`config.mk`:
```
export PLATFORM = sky130hd
export DESIGN_NAME = ctrl_pipe_unit_flat
export DESIGN_NICKNAME = d
export VERILOG_FILES = /design/src/rtl/ctrl_pipe_if.sv /design/src/rtl/ctrl_pipe_unit.sv /design/src/flat_wrapper.sv
export SDC_FILE = /design/constraint.sdc
export NUM_CORES = 1
export LEC_CHECK = 0
export BUFFER_PORTS_ARGS = -buffer_cell sky130_fd_sc_hd__buf_2
export CAP_MARGIN = 15
export CORE_UTILIZATION = 56
export DETAILED_ROUTE_END_ITERATION = 10
export HOLD_SLACK_MARGIN = 0.05
export PLACE_DENSITY = 0.85
export SYNTH_ARGS = -nofsm -noshare
export SYNTH_HDL_FRONTEND = slang
export SYNTH_SLANG_ARGS = --single-unit
```
`constraint.sdc`:
```
create_clock -name clk -period 2.9 [get_ports clk]
set_input_delay 0.29 -clock clk [delete_from_list [all_inputs] [get_ports clk]]
set_output_delay 0.29 -clock clk [all_outputs]
set_load 0.03 [all_outputs]
```
`src/rtl/ctrl_pipe_if.sv`:
```
// Bundle of decode inputs and per-stage control outputs between the datapath
// and ctrl_pipe_unit. The datapath side is master; the control unit is slave.
`timescale 1ns/1ps
interface ctrl_pipe_if;
  logic [5:0] opcode;
  logic       id_valid;
  logic [4:0] id_rs;
  logic [4:0] id_rt;
  logic       flush;
  logic       ext_stall;

  logic       stall;
  logic       illegal;

  logic       ex_valid;
  logic       ex_rfile_dst;
  logic       ex_alu_src;
  logic       ex_mult_sel;
  logic [2:0] ex_alu_op;
  logic [4:0] ex_rt;

  logic       mem_valid;
  logic       mem_r;
  logic       mem_w;
  logic       mem_branch;

  logic       wb_valid;
  logic       wb_mem_to_rfile;
  logic       wb_rfile_w;

  modport master (
    output opcode, id_valid, id_rs, id_rt, flush, ext_stall,
    input  stall, illegal,
    input  ex_valid, ex_rfile_dst, ex_alu_src, ex_mult_sel, ex_alu_op, ex_rt,
    input  mem_valid, mem_r, mem_w, mem_branch,
    input  wb_valid, wb_mem_to_rfile, wb_rfile_w
  );

  modport slave (
    input  opcode, id_valid, id_rs, id_rt, flush, ext_stall,
    output stall, illegal,
    output ex_valid, ex_rfile_dst, ex_alu_src, ex_mult_sel, ex_alu_op, ex_rt,
    output mem_valid, mem_r, mem_w, mem_branch,
    output wb_valid, wb_mem_to_rfile, wb_rfile_w
  );
endinterface

```
`src/rtl/ctrl_pipe_unit.sv`:
```
// Pipelined control unit: ID decode, ID/EX, EX/MEM and MEM/WB control registers,
// load-use and multi-cycle multiply stall, branch flush and external freeze.
`timescale 1ns/1ps
module ctrl_pipe_unit #(
  parameter int unsigned WIDTH_I  = 32,
  parameter int unsigned MULT_LAT = 3
) (
  input logic        clk,
  input logic        rst,
  ctrl_pipe_if.slave bus
);

  if (MULT_LAT < 1 || MULT_LAT > 16 || WIDTH_I < 6) begin : g_bad_param
    $error("ctrl_pipe_unit: MULT_LAT must be 1..16 and WIDTH_I at least 6");
  end

  typedef struct packed {
    logic       valid;
    logic       rfile_dst;
    logic       alu_src;
    logic       mem_to_rfile;
    logic       rfile_w;
    logic       mem_r;
    logic       mem_w;
    logic       branch;
    logic [2:0] alu_op;
    logic       mult_sel;
  } ex_ctl_t;

  typedef struct packed {
    logic valid;
    logic mem_r;
    logic mem_w;
    logic branch;
    logic mem_to_rfile;
    logic rfile_w;
  } mem_ctl_t;

  typedef struct packed {
    logic valid;
    logic mem_to_rfile;
    logic rfile_w;
  } wb_ctl_t;

  typedef enum logic {IDLE, BUSY} mstate_t;

  localparam logic [3:0] MCNT_LOAD = 4'(MULT_LAT - 1);

  ex_ctl_t    id_ctl, ex_q, ex_d;
  mem_ctl_t   mem_q, mem_d;
  wb_ctl_t    wb_q, wb_d;
  logic [4:0] ex_rt_q, ex_rt_d;
  logic [3:0] mcnt_q, mcnt_d;
  mstate_t    state_q, state_d;
  logic [10:0] dec;
  logic        defined;
  logic        lu;

  // dec order: rfile_dst, alu_src, mem_to_rfile, rfile_w, mem_r, mem_w, branch, alu_op, mult_sel
  always_comb begin
    dec     = '0;
    defined = 1'b1;
    case (bus.opcode)
      6'b000000: dec = 11'b1001000_010_0;
      6'b001000: dec = 11'b0101000_110_0;
      6'b001100: dec = 11'b0101000_111_0;
      6'b001101: dec = 11'b0101000_100_0;
      6'b100011: dec = 11'b0111100_000_0;
      6'b101011: dec = 11'b0100010_000_0;
      6'b000100: dec = 11'b0000001_001_0;
      6'b011100: dec = 11'b1001000_111_1;
      default:   defined = 1'b0;
    endcase
    id_ctl = (bus.id_valid && defined) ? {1'b1, dec} : '0;
  end

  assign bus.illegal = bus.id_valid & ~defined;

  assign lu = ex_q.valid & ex_q.mem_r & (ex_rt_q != 5'd0) & bus.id_valid &
              ((ex_rt_q == bus.id_rs) | (ex_rt_q == bus.id_rt));

  assign bus.stall = bus.ext_stall |
                     (~rst & ~bus.flush & ((state_q == BUSY) | lu));

  always_comb begin
    ex_d    = ex_q;
    ex_rt_d = ex_rt_q;
    mem_d   = mem_q;
    wb_d    = wb_q;
    mcnt_d  = mcnt_q;
    state_d = state_q;
    if (!bus.ext_stall) begin
      wb_d  = '{valid: mem_q.valid, mem_to_rfile: mem_q.mem_to_rfile,
                rfile_w: mem_q.rfile_w};
      mem_d = '{valid: ex_q.valid, mem_r: ex_q.mem_r, mem_w: ex_q.mem_w,
                branch: ex_q.branch, mem_to_rfile: ex_q.mem_to_rfile,
                rfile_w: ex_q.rfile_w};
      if (bus.flush) begin
        ex_d    = '0;
        ex_rt_d = '0;
        mem_d   = '0;
        mcnt_d  = '0;
        state_d = IDLE;
      end else if (state_q == BUSY) begin
        // mul holds in EX; leaving BUSY as the count reaches 0 lets it advance next edge
        mem_d = '0;
        if (mcnt_q <= 4'd1) begin
          mcnt_d  = '0;
          state_d = IDLE;
        end else begin
          mcnt_d = mcnt_q - 4'd1;
        end
      end else if (lu) begin
        ex_d    = '0;
        ex_rt_d = '0;
      end else begin
        ex_d    = id_ctl;
        ex_rt_d = id_ctl.valid ? bus.id_rt : '0;
        if (id_ctl.valid && id_ctl.mult_sel && MULT_LAT > 1) begin
          mcnt_d  = MCNT_LOAD;
          state_d = BUSY;
        end
      end
    end
  end

  always_ff @(posedge clk) begin
    if (rst) begin
      ex_q    <= '0;
      ex_rt_q <= '0;
      mem_q   <= '0;
      wb_q    <= '0;
      mcnt_q  <= '0;
      state_q <= IDLE;
    end else begin
      ex_q    <= ex_d;
      ex_rt_q <= ex_rt_d;
      mem_q   <= mem_d;
      wb_q    <= wb_d;
      mcnt_q  <= mcnt_d;
      state_q <= state_d;
    end
  end

  assign bus.ex_valid        = ex_q.valid;
  assign bus.ex_rfile_dst    = ex_q.rfile_dst;
  assign bus.ex_alu_src      = ex_q.alu_src;
  assign bus.ex_mult_sel     = ex_q.mult_sel;
  assign bus.ex_alu_op       = ex_q.alu_op;
  assign bus.ex_rt           = ex_rt_q;
  assign bus.mem_valid       = mem_q.valid;
  assign bus.mem_r           = mem_q.mem_r;
  assign bus.mem_w           = mem_q.mem_w;
  assign bus.mem_branch      = mem_q.branch;
  assign bus.wb_valid        = wb_q.valid;
  assign bus.wb_mem_to_rfile = wb_q.mem_to_rfile;
  assign bus.wb_rfile_w      = wb_q.rfile_w;

endmodule
```
`src/flat_wrapper.sv`:
```
// flat-port wrapper written by rule: the top's interface ports become plain ports
module ctrl_pipe_unit_flat 
#(
  parameter int unsigned WIDTH_I  = 32,
  parameter int unsigned MULT_LAT = 3
)
  (clk, rst, bus_opcode, bus_id_valid, bus_id_rs, bus_id_rt, bus_flush, bus_ext_stall, bus_stall, bus_illegal, bus_ex_valid, bus_ex_rfile_dst, bus_ex_alu_src, bus_ex_mult_sel, bus_ex_alu_op, bus_ex_rt, bus_mem_valid, bus_mem_r, bus_mem_w, bus_mem_branch, bus_wb_valid, bus_wb_mem_to_rfile, bus_wb_rfile_w);
  ctrl_pipe_if bus_i ();
  input logic clk;
  input logic rst;
  input wire logic [$bits(bus_i.opcode)-1:0] bus_opcode;
  input wire logic [$bits(bus_i.id_valid)-1:0] bus_id_valid;
  input wire logic [$bits(bus_i.id_rs)-1:0] bus_id_rs;
  input wire logic [$bits(bus_i.id_rt)-1:0] bus_id_rt;
  input wire logic [$bits(bus_i.flush)-1:0] bus_flush;
  input wire logic [$bits(bus_i.ext_stall)-1:0] bus_ext_stall;
  output wire logic [$bits(bus_i.stall)-1:0] bus_stall;
  output wire logic [$bits(bus_i.illegal)-1:0] bus_illegal;
  output wire logic [$bits(bus_i.ex_valid)-1:0] bus_ex_valid;
  output wire logic [$bits(bus_i.ex_rfile_dst)-1:0] bus_ex_rfile_dst;
  output wire logic [$bits(bus_i.ex_alu_src)-1:0] bus_ex_alu_src;
  output wire logic [$bits(bus_i.ex_mult_sel)-1:0] bus_ex_mult_sel;
  output wire logic [$bits(bus_i.ex_alu_op)-1:0] bus_ex_alu_op;
  output wire logic [$bits(bus_i.ex_rt)-1:0] bus_ex_rt;
  output wire logic [$bits(bus_i.mem_valid)-1:0] bus_mem_valid;
  output wire logic [$bits(bus_i.mem_r)-1:0] bus_mem_r;
  output wire logic [$bits(bus_i.mem_w)-1:0] bus_mem_w;
  output wire logic [$bits(bus_i.mem_branch)-1:0] bus_mem_branch;
  output wire logic [$bits(bus_i.wb_valid)-1:0] bus_wb_valid;
  output wire logic [$bits(bus_i.wb_mem_to_rfile)-1:0] bus_wb_mem_to_rfile;
  output wire logic [$bits(bus_i.wb_rfile_w)-1:0] bus_wb_rfile_w;
  assign bus_i.opcode = bus_opcode;
  assign bus_i.id_valid = bus_id_valid;
  assign bus_i.id_rs = bus_id_rs;
  assign bus_i.id_rt = bus_id_rt;
  assign bus_i.flush = bus_flush;
  assign bus_i.ext_stall = bus_ext_stall;
  assign bus_stall = bus_i.stall;
  assign bus_illegal = bus_i.illegal;
  assign bus_ex_valid = bus_i.ex_valid;
  assign bus_ex_rfile_dst = bus_i.ex_rfile_dst;
  assign bus_ex_alu_src = bus_i.ex_alu_src;
  assign bus_ex_mult_sel = bus_i.ex_mult_sel;
  assign bus_ex_alu_op = bus_i.ex_alu_op;
  assign bus_ex_rt = bus_i.ex_rt;
  assign bus_mem_valid = bus_i.mem_valid;
  assign bus_mem_r = bus_i.mem_r;
  assign bus_mem_w = bus_i.mem_w;
  assign bus_mem_branch = bus_i.mem_branch;
  assign bus_wb_valid = bus_i.wb_valid;
  assign bus_wb_mem_to_rfile = bus_i.wb_mem_to_rfile;
  assign bus_wb_rfile_w = bus_i.wb_rfile_w;
  ctrl_pipe_unit #(.WIDTH_I(WIDTH_I), .MULT_LAT(MULT_LAT)) u_core (.clk(clk), .rst(rst), .bus(bus_i));
endmodule
```
### After elaboration in Yosys (flattened, before gate mapping)

Cells that the tools add are included.

* flip-flop bits (word level): 31
* logic and storage cells: 79
* bits of input ports: 21
* output and inout port bits: 21

* magnitude comparators: 1
* equality and inequality tests: 11
* bitwise logic cells: 14
* reductions and logical operators: 8
* add/sub/neg operators: 1
* multiplexer cells: 22

Operators with widths (number)
* case mux 11 bit (8 select lines): 1
* two-way mux 12 bit: 4
* two-way mux 4 bit: 5
* two-way mux 5 bit: 4
* equality test 6 x 4 -> 1 bit, second input constant: 3
* equality test 6 bit, second input constant: 2
* two-way mux 6 bit: 2
* equality test 5 bit: 2
* OR reduction 8 bit: 1
* AND 1 bit: 7
* equality test 6 x 3 -> 1 bit, second input constant: 1
* equality test 6 x 5 -> 1 bit, second input constant: 1
* logical NOT 6 bit: 1
* two-way mux 1 bit: 6
* nonzero test 5 bit: 1
* <= comparator 4 x 1 -> 1 bit, second input constant: 1
* NOT 1 bit: 4
* subtractor 4 x 1 -> 4 bit, second input constant: 1
* inequality test 3 x 2 -> 1 bit, second input constant: 1
* bitwise OR 1 bit: 3
* AND reduction 3 bit: 1
* nonzero test 3 bit: 1
* logical AND 1 bit: 2
* inequality test 2 bit, second input constant: 1
* AND reduction 2 bit: 1

### Logic depth before layout (Yosys ltp)

* depth after elaboration: 10
* gate-level depth with buffers: 7
* mapped depth without buffers: 7

### Least setup slack after synthesis

OpenSTA, ideal clock, no wires.

* path type: reg2out
* start: register u_core.ex_rt_q[0] (netlist: u_core.bus.ex_rt[0])
* end: output bus_stall
* required time: 2610 ps
* stages on the path, launching flop included: 5
* slack: 992 ps
* path buffers: 0
* data arrival time: 1618 ps
* cells stage by stage: dfxtp_1 > or4_4 > o2111ai_4 > o21bai_1 > a21o_1

* cells in the longest elaborated chain, start to end: 7
* elaborated cells between the ends (all ways): 10
* those cells by class: 2 x eq/ne; 7 x bitwise; 1 x reduce/logical

Ends and longest elaborated chain
* from (decl): RTL line ctrl_pipe_unit.sv:52 `logic [4:0] ex_rt_q, ex_rt_d;`
* from (signal assigned): RTL line ctrl_pipe_unit.sv:137 `ex_rt_q <= ex_rt_d;`
* nonzero test 5 bit: RTL line ctrl_pipe_unit.sv:79 `assign lu = ex_q.valid & ex_q.mem_r & (ex_rt_q != 5'd0) & bus.id_valid &`
* AND 1 bit (2 in a row): RTL line ctrl_pipe_unit.sv:79
* AND 1 bit (*): RTL line ctrl_pipe_unit.sv:79
* bitwise OR 1 bit (*): RTL line ctrl_pipe_unit.sv:83 `(~rst & ~bus.flush & ((state_q == BUSY) | lu));`
* AND 1 bit (*): RTL line ctrl_pipe_unit.sv:83
* bitwise OR 1 bit (*): RTL line ctrl_pipe_unit.sv:82 `assign bus.stall = bus.ext_stall |`
* to (decl): RTL line flat_wrapper.sv:17 `output wire logic [$bits(bus_i.stall)-1:0] bus_stall;`

Mark *: on every way between the ends. The rest lies on a longest branch, timed or not.

### Final worst setup path

Same ends and word-level chain as after synthesis.

==> results.json <==
{
  "grt_use_total_pct": 28.4,
  "hold_class": "in -> reg",
  "synth_area_leaders": "dfxtp_1 37%, nor2_1 7.4%, xor2_1 5.6%, nand2_1 4.5%, a32o_1 3.2%",
  "syn_area_per_cell_um2": 8.27,
  "cts_setup_buffers": 0,
  "layout_common_cells": "41 x buf_2, 31 x nor2_1, 29 x dfxtp_1, 19 x nand2_1, 11 x inv_1",
  "start_util_pct": 61.2,
  "setup_violations": 0,
  "fin_nets": 251,
  "cts_buffers": 5,
  "min_period_over_period_pct": 79.6,
  "hold_buffers": 0,
  "r2r-start": "u_core.bus.ex_rt[0]",
  "drtAntennaViolNets": 0,
  "vias": 1516,
  "dpl.hpwl_um": 2820,
  "fp.dieArea_mm2": 0.00302,
  "grt_max_degree": 23,
  "cp.arrival_ns": 2.02,
  "synth_cells": 190,
  "ys.warnings.count": 0,
  "cts_num_sinks": 29,
  "tightest_slew_ns": 0.647,
  "power.leakage_nw": 0.819,
  "gp_congestion": 0.826,
  "r2r_slack_ns": 1.00,
  "finalSetupTns_ns": 0,
  "ir_drop_mv": 0.390,
  "cap_viol_max_count": 0,
  "drt_iter0_drc": 44,
  "hold_violations": 0,
  "n_fill_cell": 203,
  "netlist_area_mm2": 0.00157,
  "row_count": 18,
  "syn2layout_area_growth_pct": 16.5,
  "vias_per_cell": 5.85,
  "yosys.area.top_type_share_pct": 36.9,
  "async_flop_share_pct": 0,
  "reg2reg_to": "u_core.bus.ex_alu_src",
  "overflow": 0,
  "clk_pin_slew_ns": 0.10,
  "io_pins": 42,
  "rsz0062_at_grt": "no",
  "layout_min_cycle_time_ns": 2.31,
  "slew_headroom_pct": 56.5,
  "status": "completed",
  "required_ns": 2.61,
  "coreArea_mm2": 0.00257,
  "critPathLaunch": "u_core.bus.ex_rt[0]",
  "grt_pass1_wl_um": 5970,
  "clock-root-buffer": "clkbuf_4",
  "wl_per_cell_um": 14.4,
  "cp-end-kind": "output port",
  "yosysSeqAreaShare_pct": 36.9,
  "report.power.total_uw": 777,
  "htreeDepth": 2,
  "cts_tree": "done",
  "grt_pass1_vias": 1478,
  "crit_path_max_fanout": 6,
  "mostFrequentLayoutCell": "buf_2",
  "timing.fmax_mhz": 433,
  "wirelength_um": 3730,
  "synth_top_area_cell": "dfxtp_1",
  "crit_type": "reg -> out",
  "synth_edf_count": 0,
  "antenna_found_initial": 0,
  "first_pass_iters": 4,
  "dieHeight_um": 55.0,
  "slew_violations": 0,
  "fp.dieW_um": 55.0,
  "cts_max_path_buffers": 2,
  "power.density_mw_per_mm2": 425,
  "layout-drive-gt1-share_pct": 25.3,
  "r2r_cells": 4,
  "skew_ns": 0.00893,
  "synth_ff_type": "dfxtp_1",
  "cts_resized": 0,
  "clk_latency_ns": 0.34,
  "ys_seq_elements": 29,
  "numPortBuffers": 41,
  "antenna_cells": 0,
  "synth_nets": 213,
  "crit_path_start_kind": "flip-flop",
  "ys_types": 44,
  "drc": 0,
  "endpoint": "bus_stall"
}
[area by class of cell]
class	instances	area (µm²)	share of cell area [%]
multi-input cells	139	888	48.5
clock inverters	1	5.00	0.273
repair buffers	42	213	11.6
inverters	11	41.3	2.26
flip-flops and latches	29	581	31.7
well taps	30	37.5	2.05
clock buffers	7	65.1	3.55
[where the power goes]
group | total (mW) | internal [mW] | switching (mW)
clock network | 0.291 | 0.140 | 0.150
registers | 0.400 | 0.399 | 0.00123
logic | 0.0861 | 0.0302 | 0.0559
[metrics by stage]
stage / cell area [µm²] / hold slack [ns] / cells / util, % / worst slack [ns]
6_report: 1830 / 0.207 / 259 / 71.3 / 0.591
5_1_grt: 1830 / 0.198 / 259 / 71.3 / 0.536
4_1_cts: 1830 / 0.191 / 259 / 71.3 / 0.585
3_5_place_dp: 1760 / 0.452 / 251 / 68.6 / 0.969
3_3_place_gp: 1760 / 0.447 / 251 / 68.6 / 0.998
2_1_floorplan: 1570 / 0.403 / 190 / - / 0.992
[Yosys cell counts (2+ instances only)]
master and instances:
o21ai_1 6, xor2_1 10, dfxtp_1 29, nor4_1 2, a31o_1 2, clkbuf_1 6
ha_1 2, o211ai_1 2, mux2i_1 4, nor2_1 31, nand2_1 19, a21oi_1 9
inv_1 11, nor2b_1 3, nand3_1 2, buf_4 3, a22o_1 4, a32o_1 5
o21ai_0 7, nor3_1 9
[worst min path at each step]
stage,start,end,slack [ns],depth (start not counted)
after global placement,u_core.ex_q[5],u_core.ex_q[5],0.45,2
after detailed placement,u_core.bus.ex_alu_op[1],u_core.bus.ex_alu_op[1],0.45,2
after global routing,bus_id_rt[4],u_core.bus.ex_rt[4],0.20,3
final,bus_id_rt[4],u_core.bus.ex_rt[4],0.21,3
after floorplan,bus_opcode[3],u_core.ex_q[6],0.40,1
after CTS,bus_id_rt[4],u_core.bus.ex_rt[4],0.19,3
[state kept, by name, summed over array words and instances (netlist names)]
signal and cells:
u_core.bus.mem_valid 1, u_core.bus.ex_alu_op 3, u_core.mem_q 2, u_core.bus.wb_mem_to_rfile 1, u_core.state_q 1, u_core.bus.ex_alu_src 1, u_core.mcnt_q 4, u_core.bus.mem_branch 1
u_core.bus.wb_rfile_w 1, u_core.bus.wb_valid 1, u_core.bus.ex_mult_sel 1, u_core.bus.ex_rt 5, u_core.bus.mem_w 1, u_core.bus.ex_valid 1, u_core.bus.ex_rfile_dst 1, u_core.ex_q 4
[worst max-delay path, cell delays in order (launching register included)]
cell and delay [ns]:
dfxtp_1 0.38, or4_4 0.56, o2111ai_4 0.28, o21bai_1 0.11, a21o_1 0.19, buf_2 0.17
[metal layers]
metal  global-route usage (%)  wire [µm]
met1                     29.4       1510
met2                     51.0       1980
met3                     7.92        187
met4                     16.3         51
met5                        0          0
[logic make-up after synthesis]
kind of cell,synth area share (%)
xor gates and xnor gates,6.13
buffers and inverters,6.53
AOI/OAI and AO/OA,23.6
DFF,36.9
muxes,2.55
and+or+nand+nor,21.9
adders and majority gates,2.31
(Power assumes the default switching activity.)
